## src/rtl/fft_cfg_stream.sv

```systemverilog
`default_nettype none
// +----------------------------------------------------------------------------+
// | Module      : fft_cfg_stream                                               |
// | Description : Packs FFT size, cyclic prefix, FWD/INV flags and (with       |
// |               FFT_CFG_SCALE_EN) the scaling schedule into one AXI4-Stream  |
// |               config word. Range-checks the word before it is sent.        |
// | Revision    : 1.0 - initial release                                        |
// +----------------------------------------------------------------------------+
module fft_cfg_stream #(
    parameter int NFFT_W   = 5,
    parameter int CP_W     = 7,
    parameter int CHANNELS = 1,
    parameter int NFFT_MIN = 3,
    parameter int NFFT_MAX = 16,
    localparam int CPF     = 8*((CP_W+7)/8),
    localparam int FWF     = 8*((CHANNELS+7)/8),
`ifdef FFT_CFG_SCALE_EN
    localparam int SCW     = CHANNELS*2*((NFFT_MAX+1)/2),
    localparam int SCF     = 8*((SCW+7)/8),
    localparam int CFG_W   = 8+CPF+FWF+SCF
`else
    localparam int CFG_W   = 8+CPF+FWF
`endif
) (
    input  logic                clk,
    input  logic                rst,
    input  logic [NFFT_W-1:0]   cfg_nfft,
    input  logic [CP_W-1:0]     cfg_cp_len,
    input  logic [CHANNELS-1:0] cfg_fwd_inv,
`ifdef FFT_CFG_SCALE_EN
    input  logic [SCW-1:0]      cfg_scale_sch,
`endif
    input  logic                cfg_auto,
    input  logic                cfg_trigger,
    output logic                m_axis_tvalid,
    output logic [CFG_W-1:0]    m_axis_tdata,
    input  logic                m_axis_tready,
    output logic                busy,
    output logic                cfg_error,
    output logic [15:0]         sent_count
);

`ifdef FFT_CFG_SCALE_EN
    localparam int LIVE_W = NFFT_W + CP_W + CHANNELS + SCW;
`else
    localparam int LIVE_W = NFFT_W + CP_W + CHANNELS;
`endif
    localparam logic [31:0] NFFT_MIN_U = 32'(NFFT_MIN);
    localparam logic [31:0] NFFT_MAX_U = 32'(NFFT_MAX);

    typedef enum logic [1:0] {
        ST_IDLE = 2'd0,
        ST_LOAD = 2'd1,
        ST_SEND = 2'd2
    } state_t;

    state_t             state_q, state_d;
    logic [LIVE_W-1:0]  live;
    logic [LIVE_W-1:0]  last_seen_q, last_seen_d;
    logic [LIVE_W-1:0]  snap_q, snap_d;
    logic               pending_q, pending_d;
    logic               first_q, first_d;
    logic               tvalid_q, tvalid_d;
    logic [CFG_W-1:0]   tdata_q, tdata_d;
    logic               busy_q, busy_d;
    logic               error_q, error_d;
    logic [15:0]        count_q, count_d;

    logic               req;
    logic               legal;
    logic [CFG_W-1:0]   packed_word;
    logic [NFFT_W-1:0]  snap_nfft;
    logic [CP_W-1:0]    snap_cp;
    logic [CHANNELS-1:0] snap_fwd;
    logic [31:0]        nfft_ext;
    logic [7:0]         f_nfft;
    logic [CPF-1:0]     f_cp;
    logic [FWF-1:0]     f_fwd;
`ifdef FFT_CFG_SCALE_EN
    logic [SCW-1:0]     snap_sch;
    logic [SCF-1:0]     f_sch;
`endif

`ifdef FFT_CFG_SCALE_EN
    assign live     = {cfg_scale_sch, cfg_fwd_inv, cfg_cp_len, cfg_nfft};
    assign snap_sch = snap_q[NFFT_W+CP_W+CHANNELS +: SCW];
`else
    assign live     = {cfg_fwd_inv, cfg_cp_len, cfg_nfft};
`endif
    assign snap_nfft = snap_q[NFFT_W-1:0];
    assign snap_cp   = snap_q[NFFT_W +: CP_W];
    assign snap_fwd  = snap_q[NFFT_W+CP_W +: CHANNELS];
    assign nfft_ext  = 32'(snap_nfft);

    // Comparing with the last attempted setting keeps a rejected word from retrying forever.
    assign req = cfg_trigger | (cfg_auto & ((live != last_seen_q) | first_q));

    // cp_len < 2^nfft is the same as no cp bits surviving a right shift by nfft.
    assign legal = (nfft_ext >= NFFT_MIN_U) && (nfft_ext <= NFFT_MAX_U) &&
                   ((snap_cp >> nfft_ext) == '0);

    always_comb begin
        f_nfft = '0;
        f_nfft[NFFT_W-1:0] = snap_nfft;
        f_cp = '0;
        f_cp[CP_W-1:0] = snap_cp;
        f_fwd = '0;
        f_fwd[CHANNELS-1:0] = snap_fwd;
`ifdef FFT_CFG_SCALE_EN
        f_sch = '0;
        f_sch[SCW-1:0] = snap_sch;
        packed_word = {f_sch, f_fwd, f_cp, f_nfft};
`else
        packed_word = {f_fwd, f_cp, f_nfft};
`endif
    end

    always_comb begin
        state_d     = state_q;
        pending_d   = pending_q | req;
        first_d     = first_q;
        last_seen_d = last_seen_q;
        snap_d      = snap_q;
        tvalid_d    = tvalid_q;
        tdata_d     = tdata_q;
        error_d     = error_q;
        count_d     = count_q;
        case (state_q)
            ST_IDLE: begin
                if (pending_q || req) begin
                    state_d     = ST_LOAD;
                    pending_d   = 1'b0;
                    first_d     = 1'b0;
                    snap_d      = live;
                    last_seen_d = live;
                end
            end
            ST_LOAD: begin
                if (legal) begin
                    state_d  = ST_SEND;
                    tvalid_d = 1'b1;
                    tdata_d  = packed_word;
                end else begin
                    state_d  = ST_IDLE;
                    error_d  = 1'b1;
                end
            end
            ST_SEND: begin
                if (tvalid_q && m_axis_tready) begin
                    state_d  = ST_IDLE;
                    tvalid_d = 1'b0;
                    count_d  = count_q + 16'd1;
                    error_d  = 1'b0;
                end
            end
            default: begin
                state_d  = ST_IDLE;
                tvalid_d = 1'b0;
            end
        endcase
        busy_d = (state_d != ST_IDLE);
    end

    always_ff @(posedge clk or negedge rst) begin
        if (!rst) begin
            state_q     <= ST_IDLE;
            pending_q   <= 1'b0;
            first_q     <= 1'b1;
            last_seen_q <= '0;
            snap_q      <= '0;
            tvalid_q    <= 1'b0;
            tdata_q     <= '0;
            busy_q      <= 1'b0;
            error_q     <= 1'b0;
            count_q     <= '0;
        end else begin
            state_q     <= state_d;
            pending_q   <= pending_d;
            first_q     <= first_d;
            last_seen_q <= last_seen_d;
            snap_q      <= snap_d;
            tvalid_q    <= tvalid_d;
            tdata_q     <= tdata_d;
            busy_q      <= busy_d;
            error_q     <= error_d;
            count_q     <= count_d;
        end
    end

    assign m_axis_tvalid = tvalid_q;
    assign m_axis_tdata  = tdata_q;
    assign busy          = busy_q;
    assign cfg_error     = error_q;
    assign sent_count    = count_q;

endmodule
`default_nettype wire

```

## config.mk

```make
export PLATFORM = sky130hd
export DESIGN_NAME = fft_cfg_stream
export DESIGN_NICKNAME = d
export VERILOG_FILES = /design/src/rtl/fft_cfg_stream.sv
export SDC_FILE = /design/constraint.sdc
export NUM_CORES = 1
export LEC_CHECK = 0
export ABC_AREA = 1
export BUFFER_PORTS_ARGS = -buffer_cell sky130_fd_sc_hd__buf_2
export CAP_MARGIN = 20
export CORE_ASPECT_RATIO = 1.5
export CORE_MARGIN = 4
export CORE_UTILIZATION = 25
export DETAILED_ROUTE_END_ITERATION = 6
export GPL_TIMING_DRIVEN = 1
export PLACE_DENSITY = 0.51
export RECOVER_POWER = 100
export SLEW_MARGIN = 20
export SYNTH_ARGS = -nofsm -noshare
export SYNTH_HDL_FRONTEND = slang
export SYNTH_SLANG_ARGS = --single-unit
```

## constraint.sdc

```tcl
create_clock -name clk -period 2.4 [get_ports clk]
set_input_delay 0.36 -clock clk [delete_from_list [all_inputs] [get_ports clk]]
set_output_delay 0.36 -clock clk [all_outputs]
set_load 0.02 [all_outputs]
```

# After elaboration in Yosys (flattened, before gate mapping)
# Cells that the tools add are included.
dict set report word_totals {
  regBits 49
  in_bits 18
  output_inout_bits 43
  elab_cells 48
}
dict set report op_classes {
  n_addsub 1
  magnitude_cmp 2
  eq_ne 6
  shifts 1
  mux 11
  bitwise_logic 5
  n_reduce_logical 13
}
# op n
set ops {}
lappend ops {{$add 16x1->16 const B} 1}
lappend ops {{$ne 13x13->1} 1}
lappend ops {{$logic_not 7->1} 1}
lappend ops {{$shr 7x5->7} 1}
lappend ops {{$mux 2} 3}
lappend ops {{$ne 2x2->1 const B} 3}
lappend ops {{$pmux 2 s3} 1}
lappend ops {{$reduce_and 2->1} 3}
lappend ops {{$reduce_and 3->1} 2}
lappend ops {{$ge 5x2->1 const B} 1}
lappend ops {{$le 5x5->1 const B} 1}
lappend ops {{$mux 1} 5}
lappend ops {{$reduce_bool 2->1} 2}
lappend ops {{$logic_and 1x1->1} 3}
lappend ops {{$or 1x1->1} 3}
lappend ops {{$pmux 1 s3} 1}
lappend ops {{$eq 2x1->1 const B} 1}
lappend ops {{$eq 2x2->1 const B} 1}
lappend ops {{$logic_not 2->1} 1}
lappend ops {{$pmux 1 s2} 1}
lappend ops {{$and 1x1->1} 1}
lappend ops {{$logic_or 1x1->1} 1}
lappend ops {{$not 1->1} 1}

# Longest topological paths before layout
# Gate-level depths: netlist of run 1.
dict set report depth {
  depth_word 8
  depth_mapped 14
  ltp_nobuf 13
}

# Least setup slack after synthesis of run 1
# OpenSTA, ideal clock, no wires.
dict set report synth_timing {
  path_kind {register -> register}
  from {reg tvalid_q (netlist: m_axis_tvalid)}
  to {reg count_q[12] (netlist: sent_count[12])}
  setup_time_ps 131
  arrival_time_ps 1405
  t_required_ps 2269
  path_slack_ps 864
  path_stages_with_launch 9
  n_path_buf 0
  period_less_slack_ps 1536
  cell_sequence {dfrtp_1 nand2_2 nor2_4 nand4_2 nor2_2 nand2_1 nor2_2 nand2_1 xnor2_1}
}
dict set report synth_via {
  elab_chain_len 2
}
# item line
set synth_rtl {}
lappend synth_rtl {{from (decl)} 63} ;# logic tvalid_q, tvalid_d;
lappend synth_rtl {{from (signal assigned)} 182} ;# tvalid_q <= tvalid_d;
lappend synth_rtl {{$logic_and 1x1->1} 149} ;# if (tvalid_q && m_axis_tready) begin
lappend synth_rtl {{$reduce_and 2->1 (no line)} --}
lappend synth_rtl {{to (signal assigned)} 186} ;# count_q <= count_d;
lappend synth_rtl {{to (decl)} 67} ;# logic [15:0] count_q, count_d;
# No other way between the ends.
# A chain may end at the register's enable or synchronous reset.

# Worst setup path after layout of run 1
dict set report layout_timing {
  from {reg state_q[0]}
  to {reg count_q[13] (netlist: sent_count[13])}
}
dict set report layout_via {
  elab_chain_len 2
}
# item line
set layout_rtl {}
lappend layout_rtl {{from (decl)} 57} ;# state_t state_q, state_d;
lappend layout_rtl {{from (signal assigned)} 177} ;# state_q <= state_d;
lappend layout_rtl {{$eq 2x2->1} 128} ;# case (state_q)
lappend layout_rtl {{$reduce_and 2->1 (no line)} --}
# No other way between the ends.

==> run_results.csv, run 1 <==
group,metric,value,unit
status,status,"complete, no violations",
placed_design,place_congestion,0.782,
detailed_routing,drt-initial-drc-count,72,
timing,max-slew-margin-rel,23.1,%
detailed_routing,wl,5640,µm
yosys,synth.top_cell.area_share,48.3,%
final_layout,fillers,1106,
worst_setup_path,ff2ff_path_depth,9,
timing,holdWs,286,ps
timing,setup_viol,0,
worst_setup_path,critPathRequiredTime,2610,ps
yosys,ys_seq_area_share,49.4,%
yosys,ys_async_sr_fraction,100,%
floorplanning,rows,44,
final_layout,final_common_cell,"nand2_1",
clock_network,cts_setup_buffers,0,
global_route,overflow,0,
worst_setup_path,worstPathArrival,2030,ps
yosys,synth_top_area_cell,"dfrtp_1",
detailed_routing,vias,1958,
placed_design,dpl.cell_count,454,
yosys,syn_area_per_cell,8.49,µm²
timing,max_freq,0.548,GHz
floorplanning,die_h,130,µm
timing,final-hold-violation-count,0,
detailed_routing,postRouteAntennaNets,0,
global_route,use_met3,2.27,%
final_layout,syn2layout_area_growth,14.6,%
worst_setup_path,path_max_fanout,6,
timing,rsz0062_at_grt,"false",
placed_design,place_hpwl,4380,µm
yosys,synthCells,293,
global_route,grt_pass1_wl,9480,µm
floorplanning,coreArea,0.00969,mm²
worst_setup_path,cp-end-kind,"flop",
worst_setup_path,r2r_slack,570,ps
detailed_routing,drc_errors,0,
timing,slew_violations,0,
yosys,synth_area_leaders,"dfrtp_1, nand2_1, inv_1, nand3_1, buf_4",
yosys,synth_edf_count,0,
worst_setup_path,critPathKind,"flop to flop",
clock_network,path_clk_slew,70,ps
timing,period_share,76.0,%
clock_network,cts_root_buffer,"clkbuf_16",
power_and_ir_drop,p_leak,1.47,nW
floorplanning,start_util,25.7,%
clock_network,max-clock-path-buffers,2,
detailed_routing,first_pass_iters,4,
yosys,synth_area,0.00249,mm²
placed_design,portBuffers,49,
final_layout,final_cells,461,
global_route,grt_max_degree,29,
worst_setup_path,r2r_end,"sent_count[13]$_DFFE_PN0P_",
floorplanning,io_pins,61,
global_route,busiest_layer,"met2",
final_layout,drive_gt1_share,11.0,%
worst_setup_path,crit_path_start_kind,"flop",
worst_setup_path,timing.rr.start,"state_q[0]$_DFF_PN0_",
clock_network,holdBufCountCts,0,
placed_design,dpl_cell_area,0.00280,mm²
clock_network,htreeDepth,2,
detailed_routing,viasPerCell,4.25,
hold_path,hp-class,"input port to asynchronous set/reset pin",
yosys,ys_warn_count,0,
floorplanning,dieArea,0.0116,mm²
flow_run,cap_viol_max_count,0,
timing,fin_worst_skew,6.67,ps
global_route,gr-usage-all-layers,10.4,%
timing,worstMarginPinSlew,1150,ps
clock_network,cts_resized,0,
yosys,ys.flop_type,"dfrtp_1",
yosys,ys_ff_latch,49,
clock_network,cts.sinks,49,
timing,tns,0,ps
global_route,grt_use_met1,13.4,%
floorplanning,die-width,89.4,µm
final_layout,final_nets,365,
global_route,use_met2,17.4,%
clock_network,cts_made_buffers,5,
yosys,synth_cell_type_count,31,
detailed_routing,drt-wirelength-per-cell,12.2,µm
power_and_ir_drop,p_per_area,1140,mW/mm²
final_layout,final_cell_mix,"nand2_1, dfrtp_1, clkbuf_1, inv_1, nand3_1",
clock_network,clock_latency,290,ps
global_route,first_global_vias,1951,
power_and_ir_drop,ir_worst_vdd,0.505,mV
final_layout,fin_area,0.00285,mm²
clock_network,cts_tree,"built",
global_route,antenna_found_initial,0,
final_layout,antenna_cells,0,
timing,post-route-min-period,1830,ps
synth_stat cells, types with 3 or more instances:
cell type / count
nor2_2: 3
buf_4: 12
inv_2: 3
nor3_1: 3
xor2_1: 7
nand2_4: 3
o21ai_2: 8
nand2_1: 102
nand4_1: 3
xnor2_1: 8
dfrtp_1: 48
inv_1: 28
nand2_2: 5
o21ai_1: 5
a21oi_1: 3
nor2_1: 13
o21ai_0: 5
nand3_1: 19
stage by stage:
step | utilization (%) | setup slack [ps] | total power [mW]
2_1_floorplan | - | 864 | 2.35
3_3_place_gp | 28.9 | 784 | 2.70
3_5_place_dp | 28.9 | 751 | 2.72
4_1_cts | 30.4 | 771 | 3.45
5_1_grt | 29.4 | 337 | 3.58
6_report | 29.4 | 575 | 3.25
where the power goes:
part	switching (mW)	internal, mW	total (mW)
Clock	0.299	0.409	0.708
Combinational	0.875	0.365	1.24
Sequential	0.195	1.10	1.30
Total	1.37	1.88	3.25
routing by layer:
metal	share of wire (%)	routed length, µm	vias to the layer above
met3	5.9	334	5
met5	0	0	-
met1	43	2450	905
met2	50	2800	54
li1	-	-	994
met4	0.96	54	0
worst max path at each step:
stage | from | to | slack [ps] | depth (start not counted)
6_report | state_q[0]$_DFF_PN0_ | sent_count[13]$_DFFE_PN0P_ | 570 | 9
2_1_floorplan | m_axis_tvalid$_DFFE_PN0P_ | sent_count[12]$_DFFE_PN0P_ | 860 | 8
3_3_place_gp | m_axis_tready | sent_count[12]$_DFFE_PN0P_ | 780 | 9
3_5_place_dp | cfg_cp_len[0] | first_q$_DFFE_PN1P_ | 750 | 13
5_1_grt | state_q[0]$_DFF_PN0_ | sent_count[14]$_DFFE_PN0P_ | 340 | 9
4_1_cts | snap_q[10]$_DFFE_PN0P_ | m_axis_tdata[2]$_DFFE_PN0P_ | 770 | 12
sequential cells by signal, indices dropped and copies added (netlist names):
signal,count
busy,1
snap_q,13
m_axis_tvalid,1
first_q,1
sent_count,16
m_axis_tdata,13
cfg_error,1
state_q,2
pending_q,1
final cells by class:
class / count / area, µm² / share of cell area [%]
Clock buffer: 6 / 139 / 4.87
Multi-Input combinational cell: 207 / 997 / 35.0
Tap cell: 115 / 144 / 5.05
Clock inverter: 1 / 7.51 / 0.263
Sequential cell: 49 / 1230 / 43.1
Timing Repair Buffer: 52 / 219 / 7.68
Inverter: 31 / 116 / 4.08
worst max-delay path, cell delays in order (launching register included):
cell     delay (ps)
dfrtp_1         380
inv_1            70
nand2_1          60
nor2_1          340
and2_0          300
nand3_4         120
nor2_4          120
nand2_1         110
nor2_2          100
xor2_1          140
logic make-up after synthesis:
kind of cell    synth area share, %
simple gates                   28.6
flops                          49.4
buf+inv                        9.96
compound gates                 6.09
xor+xnor                       5.28
fa+ha+maj                     0.503
other cells                   0.151
Note: power is estimated with default switching activity, not from simulation.
==> run 2: changes to the inputs <==
Clock period 2.4 ns to 1.8 ns, I/O delays scaled along.
==> run 2 against run 1 <==
Register-to-register slack got worse by 380 ps. Via count is 1.3% lower. Power is 35% higher. Critical path type unchanged. Global-route usage down 0.065 points. Worst hold slack worse by 49 ps. Critical endpoint unchanged. Combinational power increased by 40%.
==> run_results.csv, run 2 (synthesis gave the netlist of run 1 again) <==
group,metric,value,unit
final_layout,antenna_cells,0,
timing,max_freq,0.623,GHz
floorplanning,dieArea,0.0116,mm²
timing,post-route-min-period,1610,ps
placed_design,dp_slack,212,ps
timing,rsz0062_at_grt,"false",
clock_network,path_clk_slew,70,ps
detailed_routing,drt-wirelength-per-cell,12.1,µm
timing,max-slew-margin-rel,54.1,%
timing,slew_violations,0,
final_layout,multi_input_area,0.00102,mm²
floorplanning,coreArea,0.00969,mm²
final_layout,largest_reg_flops,16,
placed_design,place_congestion,0.791,
clock_network,max-clock-path-buffers,2,
clock_network,cts_made_buffers,5,
flow_run,cap_viol_max_count,0,
clock_network,cts_root_buffer,"clkbuf_16",
floorplanning,start_util,25.7,%
final_layout,final_cell_mix,"nand2_1, dfrtp_1, clkbuf_1, inv_1, nand3_1",
power_and_ir_drop,p_per_area,1520,mW/mm²
worst_setup_path,path_max_fanout,6,
placed_design,place_hpwl,4230,µm
timing,setup_slack,194,ps
final_layout,drive_gt1_share,12.9,%
timing,fin_worst_skew,7.43,ps
hold_path,hold_depth,3,
global_route,grt_pass1_wl,9380,µm
worst_setup_path,critPathRequiredTime,2010,ps
detailed_routing,drt-initial-drc-count,76,
worst_setup_path,ff2ff_path_depth,9,
power_and_ir_drop,p_leak,1.49,nW
clock_network,cts_tree,"built",
detailed_routing,drc_errors,0,
clock_network,clock_latency,290,ps
clock_network,htreeDepth,2,
detailed_routing,first_pass_iters,4,
final_layout,seq_area,0.00123,mm²
detailed_routing,postRouteAntennaNets,0,
global_route,first_global_vias,1935,
timing,final-hold-violation-count,0,
detailed_routing,vias,1933,
timing,setup_viol,0,
worst_setup_path,cp-end-kind,"flop",
detailed_routing,wl,5610,µm
floorplanning,die_h,130,µm
status,status,"complete, no violations",
hold_path,hp-class,"input port to flop",
timing,tns,0,ps
global_route,gr-usage-all-layers,10.3,%
floorplanning,die-width,89.4,µm
timing,worstMarginPinSlew,688,ps
clock_network,cts_setup_buffers,0,
final_layout,fillers,1085,
worst_setup_path,worstPathArrival,1820,ps
clock_network,cts.sinks,49,
power_and_ir_drop,ir_worst_vdd,0.836,mV
detailed_routing,viasPerCell,4.17,
final_layout,syn2layout_area_growth,16.1,%
worst_setup_path,critPathKind,"flop to flop",
placed_design,portBuffers,49,
timing,period_share,89.2,%
global_route,overflow,0,
global_route,grt_max_degree,50,
floorplanning,io_pins,61,
global_route,antenna_found_initial,0,
floorplanning,rows,44,
worst_setup_path,crit_path_start_kind,"flop",
final_layout,final_nets,366,
final_layout,final_common_cell,"nand2_1",
run 2: cell count changes in the layout (fill, tap and decap cells not counted), sizes merged:
cell | before | now
clkinvlp | 1 | 0
inv | 31 | 32
clkinv | 0 | 1
buf | 17 | 19
dlygate4sd3 | 0 | 1
clkbuf | 41 | 39
run 2: cell type report:
| cell class | count | area share (%) |
|---|---|---|
| clock buffers | 6 | 4.47 |
| clock inverters | 2 | 0.477 |
| inverters | 31 | 4.03 |
| multi-input cells | 207 | 35.3 |
| flip-flops and latches | 49 | 42.5 |
| well taps | 115 | 4.99 |
| repair buffers | 53 | 8.24 |
run 2: path summary, 6_finish.rpt:
kind | from | to | slack, ps
worst min register to register | first_q$_DFFE_PN1P_ | first_q$_DFFE_PN1P_ | 470
worst max register to register | state_q[0]$_DFF_PN0_ | sent_count[13]$_DFFE_PN0P_ | 190
min in group asynchronous | rst | sent_count[8]$_DFFE_PN0P_ | 680
worst min-delay path | cfg_cp_len[2] | snap_q[7]$_DFFE_PN0P_ | 240
worst max-delay path | state_q[0]$_DFF_PN0_ | sent_count[13]$_DFFE_PN0P_ | 190
max in group asynchronous | rst | m_axis_tdata[0]$_DFFE_PN0P_ | 670
run 2: what timing repair did:
item                       4_1_cts  5_1_grt
hold buffers                     1        0
setup endpoints to repair        0        2
hold endpoints to repair        48        0
gates resized for setup          0        1
run 2: where the power goes:
group          internal (mW)  total (mW)  switching (mW)
registers               1.47        1.73           0.260
clock network          0.519       0.934           0.415
logic                  0.513        1.73            1.22
total                   2.50        4.39            1.89
run 2: stage by stage:
| stage | cells | area [µm²] | util, % | hold WS, ps | power, mW |
|---|---|---|---|---|---|
| after floorplan | 303 | 2520 | - | -25.6 | 3.13 |
| after global routing | 463 | 2890 | 29.8 | 249 | 4.81 |
| after detailed placement | 454 | 2820 | 29.1 | 283 | 3.63 |
| after global placement | 454 | 2820 | 29.1 | 285 | 3.61 |
| after CTS | 463 | 2970 | 30.6 | 228 | 4.59 |
| final | 463 | 2890 | 29.8 | 237 | 4.39 |
run 2: routing by layer:
layer,up-vias,wire (µm),track usage (%)
met5,-,0,0
met4,0,95,3.51
met3,9,300,2.27
met2,49,2730,17.4
met1,880,2480,12.9
li1,995,-,-
run 2: worst max-delay path, stage by stage (launching register included):
cell and delay (ps):
dfrtp_1 380, inv_1 70, nand2_1 90, nor2_4 170
and2_4 170, nand3_1 150, nor2_4 170, nand2_2 90
nor2_2 90, xor2_1 140
==> run 3: changes to the inputs <==
Settings changed: BUFFER_PORTS_ARGS -buffer_cell sky130_fd_sc_hd__buf_2 to default, DONT_BUFFER_PORTS from default to 1, PLACE_DENSITY 0.51 to 0.45.
==> run 3 against run 2 <==
Critical endpoint unchanged. Highest routed layer unchanged. Non-clock buffer count decreased by 43. Flip-flop and latch count unchanged. Register-to-register slack got worse by 50 ps. Setup slack got worse by 47 ps. Final area decreased by 4.3%. Sequential share of layout area increased by 1.9 points. Global-route usage decreased by 0.093 points.
==> run_results.csv, run 3 (synthesis gave the netlist of run 1 again) <==
group,metric,value,unit
clock_network,cts_tree,"built",
final_layout,largest_reg_flops,16,
timing,rsz0062_at_grt,"true",
power_and_ir_drop,p_leak,1.41,nW
global_route,use_met2,17.0,%
global_route,antenna_found_initial,0,
global_route,overflow,0,
placed_design,place_congestion,0.773,
detailed_routing,viasPerCell,4.25,
worst_setup_path,startpoint,"sent_count[1]$_DFFE_PN0P_",
clock_network,path_clk_slew,60,ps
timing,max-slew-margin-rel,24.8,%
final_layout,drive_gt1_share,9.51,%
worst_setup_path,crit_family,"simple AND/OR/NAND/NOR gates",
worst_setup_path,path_max_fanout,3,
global_route,grt_use_met1,11.3,%
timing,setup_viol,0,
worst_setup_path,crit_chain,"buf_4 -> nand2_1 -> nor2_1 -> and2_0 -> nand3_4 -> nor2_4 -> nand2_2 -> nor2_2 -> xor2_1",
global_route,grt_max_degree,50,
detailed_routing,vias,1784,
timing,worstMarginPinSlew,1130,ps
detailed_routing,drc_errors,0,
detailed_routing,wl,5680,µm
final_layout,fin_area,0.00276,mm²
worst_setup_path,critPathRequiredTime,2010,ps
worst_setup_path,timing.rr.start,"sent_count[1]$_DFFE_PN0P_",
clock_network,cts_root_buffer,"clkbuf_16",
clock_network,cts.sinks,49,
power_and_ir_drop,seqPwrFrac,42.7,%
clock_network,max-clock-path-buffers,2,
global_route,grt_pass1_wl,8980,µm
clock_network,htreeDepth,2,
power_and_ir_drop,internal_power,2.72,mW
floorplanning,start_util,25.7,%
timing,fin_worst_skew,4.53,ps
placed_design,portBuffers,0,
timing,final-hold-violation-count,0,
floorplanning,die_h,130,µm
detailed_routing,first_pass_iters,4,
floorplanning,die-width,89.4,µm
global_route,busiest_layer,"met2",
detailed_routing,drt-initial-drc-count,51,
detailed_routing,postRouteAntennaNets,0,
global_route,use_met3,4.49,%
power_and_ir_drop,clkPwrFrac,26.0,%
hold_path,hold_start,"cfg_fwd_inv",
worst_setup_path,crit_slowest_cell,"dfrtp_1",
final_layout,final_nets,323,
floorplanning,rows,44,
worst_setup_path,cp-end-kind,"flop",
global_route,gr-usage-all-layers,10.2,%
final_layout,antenna_cells,0,
clock_network,cts_made_buffers,5,
power_and_ir_drop,swShare,40.2,%
floorplanning,io_pins,61,
placed_design,place_hpwl,4300,µm
timing,max_freq,0.605,GHz
floorplanning,dieArea,0.0116,mm²
clock_network,cts_setup_buffers,0,
clock_network,clock_latency,290,ps
power_and_ir_drop,p_per_area,1650,mW/mm²
power_and_ir_drop,p_switching,1.83,mW
worst_setup_path,critPathBufInv,1,
power_and_ir_drop,pwr-share-comb,31.2,%
final_layout,final_cell_mix,"nand2_1, dfrtp_1, inv_1, nand3_1, o21ai_0",
timing,post-route-min-period,1650,ps
flow_run,cap_viol_max_count,0,
timing,slew_violations,0,
worst_setup_path,crit_path_start_kind,"flop",
status,status,"complete, no violations",
power_and_ir_drop,ir_worst_vdd,0.757,mV
global_route,first_global_vias,1721,
worst_setup_path,critPathKind,"flop to flop",
final_layout,syn2layout_area_growth,11.1,%
timing,tns,0,ps
detailed_routing,drt-wirelength-per-cell,13.5,µm
worst_setup_path,worstPathArrival,1860,ps
worst_setup_path,cpPeakStageDelay,380,ps
final_layout,utilization,28.5,%
floorplanning,coreArea,0.00969,mm²
final_layout,final_common_cell,"nand2_1",
placed_design,dpl_cell_area,0.00260,mm²
hold_path,hp-class,"input port to flop",
timing,period_share,91.8,%
## run 3: changes by cell type in the layout (fill, tap and decap cells not counted), moves of 2 or more
cell       before  now
clkbuf_1       33    6
buf_2          17    1
bufinv_16       0    2
o21ai_2         2    0
## run 3: power groups by stage
stage	sequential [mW]	clock (mW)	combinational [mW]
finish	1.94	1.18	1.42
global route	2.00	1.28	1.67
CTS	1.96	1.23	1.54
detailed placement	1.98	0	1.50
global placement	1.97	0	1.50
floorplan	1.94	0	1.20
## run 3: path summary, 6_finish.rpt
check | cells after the start | slack (ps) | to
setup / recovery | 9 | 150 | sent_count[13]$_DFFE_PN0P_
hold / removal | 2 | 120 | snap_q[12]$_DFFE_PN0P_
setup reg to reg | 9 | 150 | sent_count[13]$_DFFE_PN0P_
hold reg to reg | 2 | 470 | first_q$_DFFE_PN1P_
max in group asynchronous | 2 | 320 | sent_count[7]$_DFFE_PN0P_
min in group asynchronous | 2 | 800 | snap_q[0]$_DFFE_PN0P_
## run 3: cell type report
type	count	area, µm²
Sequential cell	49	1230
Timing Repair Buffer	10	52.6
Clock buffer	5	125
Clock inverter	3	65.1
Inverter	31	116
Tap cell	115	144
Multi-Input combinational cell	207	1030
Fill cell	1055	6930
## run 3: routing by layer
metal	share of wire, %	up-vias
met5	0	-
met1	38	821
met2	50	51
met3	10	5
met4	1.5	0
li1	-	907
## run 3: what timing repair did
item,4_1_cts,5_1_grt
hold buffers,2,0
endpoints found under the hold margin,49,0
endpoints found under the setup margin,0,15
gates resized for setup,0,2
## run 3: per-stage QoR
stage	instances	power [mW]	hold WS (ps)	worst slack, ps
2_1_floorplan	303	3.13	-25.6	264
3_3_place_gp	410	3.47	-24.4	146
3_5_place_dp	410	3.48	-24.4	97.4
4_1_cts	420	4.73	111	83.2
5_1_grt	420	4.94	119	-17.0
6_report	420	4.54	123	148
